--- config.mk ---
export PLATFORM = sky130hd
export DESIGN_NAME = result_line_packer
export DESIGN_NICKNAME = d
export VERILOG_FILES = /design/src/rtl/gemm_pkg.sv /design/src/rtl/result_line_fifo.sv /design/src/rtl/result_line_packer.sv
export SDC_FILE = /design/constraint.sdc
export NUM_CORES = 2
export LEC_CHECK = 0
export CAP_MARGIN = 20
export CORE_AREA = 4 4 343 413
export DETAILED_ROUTE_END_ITERATION = 16
export DIE_AREA = 0 0 347 417
export PLACE_DENSITY = 0.56
export SLEW_MARGIN = 20
export SYNTH_ARGS = -nofsm -noshare
export SYNTH_HDL_FRONTEND = slang
export SYNTH_SLANG_ARGS = --single-unit
--- constraint.sdc ---
create_clock -name i_clk -period 21.3 [get_ports i_clk]
set_clock_uncertainty 0.05 [all_clocks]
set_input_delay 5.325 -clock i_clk [delete_from_list [all_inputs] [get_ports i_clk]]
set_output_delay 5.325 -clock i_clk [all_outputs]
set_load 0.02 [all_outputs]
--- src/rtl/gemm_pkg.sv ---
// Shared constants and the line-buffer entry type for the GEMM result path.
package gemm_pkg;

    localparam int FP16_LANES_PER_LINE = 16;
    localparam int RESULT_LINE_WIDTH   = 256;
    localparam int LANE_IDX_W          = $clog2(FP16_LANES_PER_LINE);

    typedef struct packed {
        logic                         last;
        logic [RESULT_LINE_WIDTH-1:0] data;
    } line_entry_t;

endpackage

--- src/rtl/result_line_fifo.sv ---
// Synchronous line FIFO with first-word-fall-through output driven from registered storage.
module result_line_fifo
    import gemm_pkg::*;
#(
    parameter int DEPTH = 4,
    parameter int CW    = $clog2(DEPTH) + 1
) (
    input  logic          i_clk,
    input  logic          i_reset,
    input  logic          i_push,
    input  line_entry_t   i_entry,
    input  logic          i_pop,
    output line_entry_t   o_entry,
    output logic          o_valid,
    output logic [CW-1:0] o_count,
    output logic          o_full,
    output logic          o_afull
);

    localparam int AW = $clog2(DEPTH);

    line_entry_t   mem_q [DEPTH];
    line_entry_t   mem_d [DEPTH];
    logic [AW-1:0] wr_ptr_q, wr_ptr_d;
    logic [AW-1:0] rd_ptr_q, rd_ptr_d;
    logic [CW-1:0] count_q, count_d;
    logic          pop_ok;
    logic          push_ok;

    always_comb begin
        mem_d    = mem_q;
        wr_ptr_d = wr_ptr_q;
        rd_ptr_d = rd_ptr_q;
        count_d  = count_q;
        pop_ok   = i_pop && (count_q != '0);
        // At full a push only lands when a pop frees the slot in the same cycle.
        push_ok  = i_push && ((count_q != CW'(DEPTH)) || pop_ok);

        if (push_ok) begin
            mem_d[wr_ptr_q] = i_entry;
            wr_ptr_d        = wr_ptr_q + 1'b1;
        end
        if (pop_ok) begin
            rd_ptr_d = rd_ptr_q + 1'b1;
        end
        case ({push_ok, pop_ok})
            2'b10:   count_d = count_q + 1'b1;
            2'b01:   count_d = count_q - 1'b1;
            default: count_d = count_q;
        endcase
    end

    always_ff @(posedge i_clk or posedge i_reset) begin
        if (i_reset) begin
            wr_ptr_q <= '0;
            rd_ptr_q <= '0;
            count_q  <= '0;
        end else begin
            wr_ptr_q <= wr_ptr_d;
            rd_ptr_q <= rd_ptr_d;
            count_q  <= count_d;
        end
    end

    always_ff @(posedge i_clk) begin
        mem_q <= mem_d;
    end

    // Storage is not reset; gating on occupancy keeps the output zero whenever empty.
    assign o_valid = (count_q != '0);
    assign o_entry = o_valid ? mem_q[rd_ptr_q] : '0;
    assign o_count = count_q;
    assign o_full  = (count_q == CW'(DEPTH));
    assign o_afull = (count_q >= CW'(DEPTH - 1));

endmodule

--- src/rtl/result_line_packer.sv ---
// Packs FP16 results into 256-bit lines and queues them for the downstream consumer.
module result_line_packer
    import gemm_pkg::*;
#(
    parameter int LINE_DEPTH = 4
) (
    input  logic                         i_clk,
    input  logic                         i_reset,
    input  logic                         i_tile_en,
    input  logic                         i_tile_done,
    input  logic [15:0]                  i_result_data,
    input  logic                         i_result_valid,
    output logic                         o_result_full,
    output logic                         o_result_afull,
    output logic [RESULT_LINE_WIDTH-1:0] o_line_data,
    output logic                         o_line_valid,
    output logic                         o_line_last,
    input  logic                         i_line_ready,
    output logic                         o_overflow,
    output logic [15:0]                  o_result_count,
    output logic [15:0]                  o_line_count
);

    localparam int CW = $clog2(LINE_DEPTH) + 1;

    logic [LANE_IDX_W-1:0]        lane_q, lane_d;
    logic [RESULT_LINE_WIDTH-1:0] partial_q, partial_d;
    logic [15:0]                  result_count_q, result_count_d;
    logic [15:0]                  line_count_q, line_count_d;
    logic                         overflow_q, overflow_d;

    logic [RESULT_LINE_WIDTH-1:0] wr_line;
    logic                         complete;
    logic                         filled;
    logic                         push;
    logic                         pop;
    line_entry_t                  entry;
    line_entry_t                  head;
    logic [CW-1:0]                fifo_count;

    assign pop = o_line_valid && i_line_ready;

    always_comb begin
        lane_d         = lane_q;
        partial_d      = partial_q;
        result_count_d = result_count_q;
        line_count_d   = line_count_q;
        overflow_d     = overflow_q;
        push           = 1'b0;
        entry          = '0;

        wr_line = partial_q;
        if (i_result_valid) begin
            wr_line[{lane_q, 4'b0000} +: 16] = i_result_data;
        end
        complete = i_result_valid && (lane_q == LANE_IDX_W'(FP16_LANES_PER_LINE - 1));
        filled   = i_result_valid || (lane_q != '0);

        if (i_tile_en) begin
            lane_d         = '0;
            partial_d      = '0;
            result_count_d = '0;
            line_count_d   = '0;
            overflow_d     = 1'b0;
        end else begin
            if (i_result_valid) begin
                result_count_d = result_count_q + 16'd1;
                lane_d         = lane_q + 1'b1;
                partial_d      = wr_line;
            end
            // A write and a flush in one cycle merge into a single push carrying last.
            if (complete || (i_tile_done && filled)) begin
                lane_d     = '0;
                partial_d  = '0;
                entry.data = wr_line;
                entry.last = i_tile_done;
                if ((fifo_count != CW'(LINE_DEPTH)) || pop) begin
                    push         = 1'b1;
                    line_count_d = line_count_q + 16'd1;
                end else begin
                    overflow_d = 1'b1;
                end
            end
        end
    end

    always_ff @(posedge i_clk or posedge i_reset) begin
        if (i_reset) begin
            lane_q         <= '0;
            partial_q      <= '0;
            result_count_q <= '0;
            line_count_q   <= '0;
            overflow_q     <= 1'b0;
        end else begin
            lane_q         <= lane_d;
            partial_q      <= partial_d;
            result_count_q <= result_count_d;
            line_count_q   <= line_count_d;
            overflow_q     <= overflow_d;
        end
    end

    result_line_fifo #(
        .DEPTH (LINE_DEPTH),
        .CW    (CW)
    ) u_line_fifo (
        .i_clk   (i_clk),
        .i_reset (i_reset),
        .i_push  (push),
        .i_entry (entry),
        .i_pop   (pop),
        .o_entry (head),
        .o_valid (o_line_valid),
        .o_count (fifo_count),
        .o_full  (o_result_full),
        .o_afull (o_result_afull)
    );

    assign o_line_data    = head.data;
    assign o_line_last    = head.last;
    assign o_overflow     = overflow_q;
    assign o_result_count = result_count_q;
    assign o_line_count   = line_count_q;

endmodule

== Word level (Yosys, flattened, before mapping) ==
Index checks and enable logic that the tools add are counted.

* Logic and storage cells: 86
* Output and inout bits: 293
* Register bits: 1,328
* Input port bits: 22

* $add $sub $neg: 8
* Bitwise operators: 2
* Eq/ne operators: 6
* Muxes and demuxes: 29
* Shift operators: 2
* Reduce and logical (&&, ||, !) cells: 19
* $lt $le $gt $ge: 4

{| class="wikitable"
|+ Operators by type and width
! cell !! count
|-
| two-way mux 257 bit || 6
|-
| bitwise mux 1028 bit || 1
|-
| two-way mux 256 bit || 4
|-
| binary-select mux 257 bit (select 2 bit) || 1
|-
| demux 257 bit (select 2 bit) || 1
|-
| bitwise mux 256 bit || 1
|-
| variable shift 16 x 10 -> 256 bit, first input constant || 1
|-
| variable part select 16 x 10 -> 256 bit || 1
|-
| two-way mux 16 bit || 5
|-
| adder 16 x 1 -> 16 bit, second input constant || 2
|-
| two-way mux 4 bit || 3
|-
| negation 8 -> 10 bit || 1
|-
| nonzero test 2 bit || 4
|-
| greater-or-equal comparator 3 bit, second input constant || 2
|-
| logical AND 1 bit || 6
|-
| two-way mux 1 bit || 6
|-
| inverter 2 -> 3 bit || 2
|-
| case mux 3 bit (2 select lines) || 1
|-
| nonzero test 3 bit || 2
|-
| adder 2 x 1 -> 2 bit, second input constant || 2
|-
| adder 4 x 1 -> 4 bit, second input constant || 1
|-
| equality test 4 bit, second input constant || 1
|-
| logical OR 1 bit || 4
|-
| AND reduction 2 bit || 2
|-
| 10 further kinds || 10
|}

== Logic depth before layout (Yosys ltp) ==
* Depth in word-level cells: 9
* Mapped depth: 14
* Depth with buffers taken out: 12

== Hierarchy ==
From an unflattened synthesis, not the netlist that was laid out.

* Cells, all modules: 3,418
* Area total of the unflattened synthesis: 54,907.7 um^2

{| class="wikitable"
|+ Modules (own cells, without submodules)
! module !! sequential area each (um^2) !! cells each !! instances !! area each (um^2)
|-
| result_line_fifo || 31,044.8 || 1,669 || 1 || 39,250.1
|-
| result_line_packer || 7,332.0 || 1,749 || 1 || 15,657.5
|}

== Worst setup path before layout ==
No wires, ideal clock.

* Path kind: input to register
* Start: input i_tile_done
* End: register u_line_fifo.mem_q[0] (netlist name) (enable)
* Path slack: 8.300 ns
* Data required time: 20.599 ns
* Setup time: 0.651 ns
* Arrival: 12.299 ns
* Path buffers: 1
* Stages: 5
* Cell sequence: clkbuf_1 > a31o_2 > a22oi_1 > nor3_1 > and2_1

* Cells in the longest elaborated chain, start to end: 5

{| class="wikitable"
|+ Ends and longest elaborated chain
! item !! line !! RTL
|-
| start: declaration || result_line_packer.sv:10 || <nowiki>input logic i_tile_done,</nowiki>
|-
| logical AND 1 bit || result_line_packer.sv:72 || <nowiki>if (complete || (i_tile_done && filled)) begin</nowiki>
|-
| logical OR 1 bit || result_line_packer.sv:72 ||
|-
| two-way mux 1 bit || result_line_packer.sv:72 ||
|-
| two-way mux 1 bit || result_line_packer.sv:59 || <nowiki>if (i_tile_en) begin</nowiki>
|-
| logical AND 1 bit || result_line_fifo.sv:37 || <nowiki>push_ok = i_push && ((count_q != CW'(DEPTH)) || pop_ok);</nowiki>
|-
| end signal: assignment || result_line_fifo.sv:66 || <nowiki>mem_q <= mem_d;</nowiki>
|-
| end: declaration || result_line_fifo.sv:22 || <nowiki>line_entry_t mem_q [DEPTH];</nowiki>
|}

No other way between the ends.
A chain may end at the register's enable or synchronous reset.

== Worst setup path in the final report ==
* Start: input i_tile_done
* End: register u_line_fifo.mem_q[875] (netlist name) (enable)

Same word-level chain as after synthesis.

==> results by group <==
Outcome
  • Status: finished, final reports clean

CTS
  • # resized after CTS: 0
  • Post-CTS setup buffers: 0
  • CTS root buffer: clkbuf_16
  • Max Root-Sink Buffers: 3
  • H-Tree Depth: 4
  • CTS Buf Count: 134
  • Cts hold-fix bufs: 0
  • Worst-Skew Late Latency: 0.75 ns
  • Clock Sinks: 1328
  • CTS tree: done
  • Clk slew on worst S/H paths: 0.06 ns

Critical path
  • Reg2reg start: lane_q[0]$_DFFE_PP0P_
  • WS Path Type: in -> reg
  • Critical Path Source Type: input pin
  • Worst Reg-to-Reg Cells: 10
  • Worst-path maximum fanout: 116
  • Reg2Reg Capture Point: u_line_fifo.mem_q[875]$_DFFE_PP_
  • Worst path required time: 21.61 ns
  • R2R Setup Slk: 15.09 ns
  • Data arrival, critical path: 10.78 ns
  • Crit end category: flip-flop
  • Worst setup path start: i_tile_done

GRT
  • Initial antenna violation count: 9
  • Vias in the first global route: 31700
  • All-Layer GR Usage: 20.5%
  • Largest net degree at the start of global routing: 146
  • Overflow after GRT: 0
  • Global-route wire length before repair: 220000 microns

Synthesis
  • Mean Syn Cell Area: 15.8 sq um
  • Post-synthesis cell area: 54800 sq um
  • Post-synth top area share: 56.3%
  • Yosys cell types: 61
  • Post-synthesis sequential area ratio: 70.0%
  • Synth area leaders: edfxtp_1 (56%), dfrtp_1 (14%), mux4_2 (11%), and2_1 (3.1%), nand2_1 (2.2%)
  • Ys flop type: edfxtp_1
  • Async SR Flop Fraction: 22.6%
  • Post-synthesis cell count: 3472
  • Post-synth top cells: edfxtp_1 (1028), nand2_1 (316), dfrtp_1 (300), and2_1 (274), mux4_2 (257)
  • Most frequent cell after synthesis: edfxtp_1
  • #FFs+latches synth: 1328
  • Largest area contributor in the netlist: edfxtp_1
  • Post-synth EDFFs: 1028
  • Syn_nets: 3505
  • Yosys warnings: 0

Placed design
  • Final GP Congestion: 0.778
  • Number of port buffers: 314
  • HPWL after DPL: 88200 microns
  • # placed instances: 5392
  • Placed Area: 59500 sq um

Worst hold path
  • Hold wc startpoint: partial_q[27]$_DFFE_PP0P_
  • Hold Path Sink: partial_q[27]$_DFFE_PP0P_
  • Hold Path Stages: 2
  • Hold WC Path Type: reg -> reg

Final layout
  • Layout cells sized above 1: 14.7%
  • Fin cells: 5639
  • Syn-to-layout area delta: 16.4%
  • Fin nets: 3750
  • Final cell area excluding filler cells: 63800 sq um

STA
  • Setup_tns: 0 ns
  • Setup Viol. Count Final: 0
  • Tcrit/Tclk final: 49.2%
  • Unrepaired setup endpoints after global routing: false
  • Final Max Tran Viols: 0
  • Slew margin rel.: 31.5%
  • Final worst path period need: 10.48 ns
  • Final Hold Vio Count: 0
  • Slew @ Worst Pin: 1.02 ns
  • FMAX: 95.5 MHz

Flow run
  • Max-cap violations: 0

Detailed routing
  • Via count: 31700
  • First-pass iteration count of the detailed router: 6
  • Post-DRT Antenna Nets: 0
  • Drt via density: 5.62
  • Initial drt markers: 2843
  • Wirelength per Cell: 26.5 microns
  • Routed WL: 150000 microns
  • Detailed-route DRC error count: 0

Floorplan
  • Die W: 347 microns
  • Initial Util: 40.0%
  • Die height: 417 microns
  • Row cnt: 149
  • Core footprint: 137000 sq um
  • Num ports: 315
  • Die area: 145000 sq um

Pwr
  • Leakage: 21.3 nW
  • Max VDD drop: 0.120 mV
  • Power Density: 123 nW/um^2
[metal layers]
metal | vias up | GRT usage (%) | wire [microns]
met5 | - | 0 | 13
met4 | 2 | 6.19 | 4080
met3 | 224 | 4.53 | 10600
met2 | 1175 | 32.6 | 71400
met1 | 16600 | 28.4 | 63500
li1 | 13700 | - | -
[area by class of cell]
class	instances	area, sq um
flip-flops and latches	1328	38400
inverters	11	48.8
multi-input cells	1869	15300
fillers	12000	73400
well taps	1812	2270
diodes	3	7.51
clock buffers	204	3880
repair buffers	373	3620
clock inverters	39	333
[metrics by stage]
step           hold WS [ns]  total power [mW]  utilization (%)  setup slack (ns)
6_report              0.429              7.87             46.5             10.82
4_1_cts               0.433              7.99             46.5             10.85
3_5_place_dp          0.420              5.70             43.4             10.04
5_1_grt               0.449              8.19             46.5             10.48
2_1_floorplan         0.400              4.52                -              7.64
3_3_place_gp          0.412              5.70             43.4             10.12
[critical path, stage by stage]
cell,delay (ns)
clkdlybuf4s50_1,0.89
a31o_2,0.26
a22oi_1,0.19
buf_4,0.29
nor3_1,0.69
and2_4,0.69
buf_4,0.69
buf_4,0.83
buf_12,0.62
[power breakdown]
part | leakage, nW | internal (mW) | switching (mW)
sequential | 13.7 | 2.90 | 0.0706
clock | 2.06 | 1.32 | 0.970
combinational | 5.50 | 1.19 | 1.42
[cell usage in the layout (no fill, tap or decap), types with 92 or more instances in the layout]
cell             count
nor2_1             193
mux4_2             257
clkbuf_16          141
clkdlybuf4s50_1    297
dfrtp_1            298
o2bb2ai_1           92
nand3_1            115
a21oi_1            213
and2_1             270
edfxtp_1          1028
a22o_1             113
nand2_1            316
[flip-flops by register name, summed over array words and instances (netlist names)]
name,cells
u_line_fifo.mem_q,1028
partial_q,256
o_line_count,16
o_result_count,16
lane_q,4
u_line_fifo.o_count,3
u_line_fifo.rd_ptr_q,2
u_line_fifo.wr_ptr_q,2
o_overflow,1
[kinds of logic (layout without fill, tap and decap cells)]
logic type,count (synthesis),after routing,share of synthesized area (%)
AO/OA/AOI/OAI,520,520,6.56
flip-flops,1328,1328,70.0
adder cells (fa/ha/maj),11,11,0.265
AND/OR/NAND/NOR,991,991,8.78
multiplexers,309,309,11.5
other,0,3,0
buffers and inverters,275,627,2.29
XOR/XNOR,38,38,0.607
[how the worst max path moves through the flow]
stage / end / cells after the start / slack [ns]
after CTS: u_line_fifo.mem_q[892]$_DFFE_PP_ / 9 / 10.85
final: u_line_fifo.mem_q[875]$_DFFE_PP_ / 9 / 10.82
after global placement: u_line_fifo.mem_q[876]$_DFFE_PP_ / 10 / 10.12
after detailed placement: u_line_fifo.mem_q[876]$_DFFE_PP_ / 9 / 10.04
after floorplan: lane_q[0]$_DFFE_PP0P_ / 1 / 7.64
after global routing: u_line_fifo.mem_q[892]$_DFFE_PP_ / 9 / 10.48
Power figures use the tool's default switching activity.
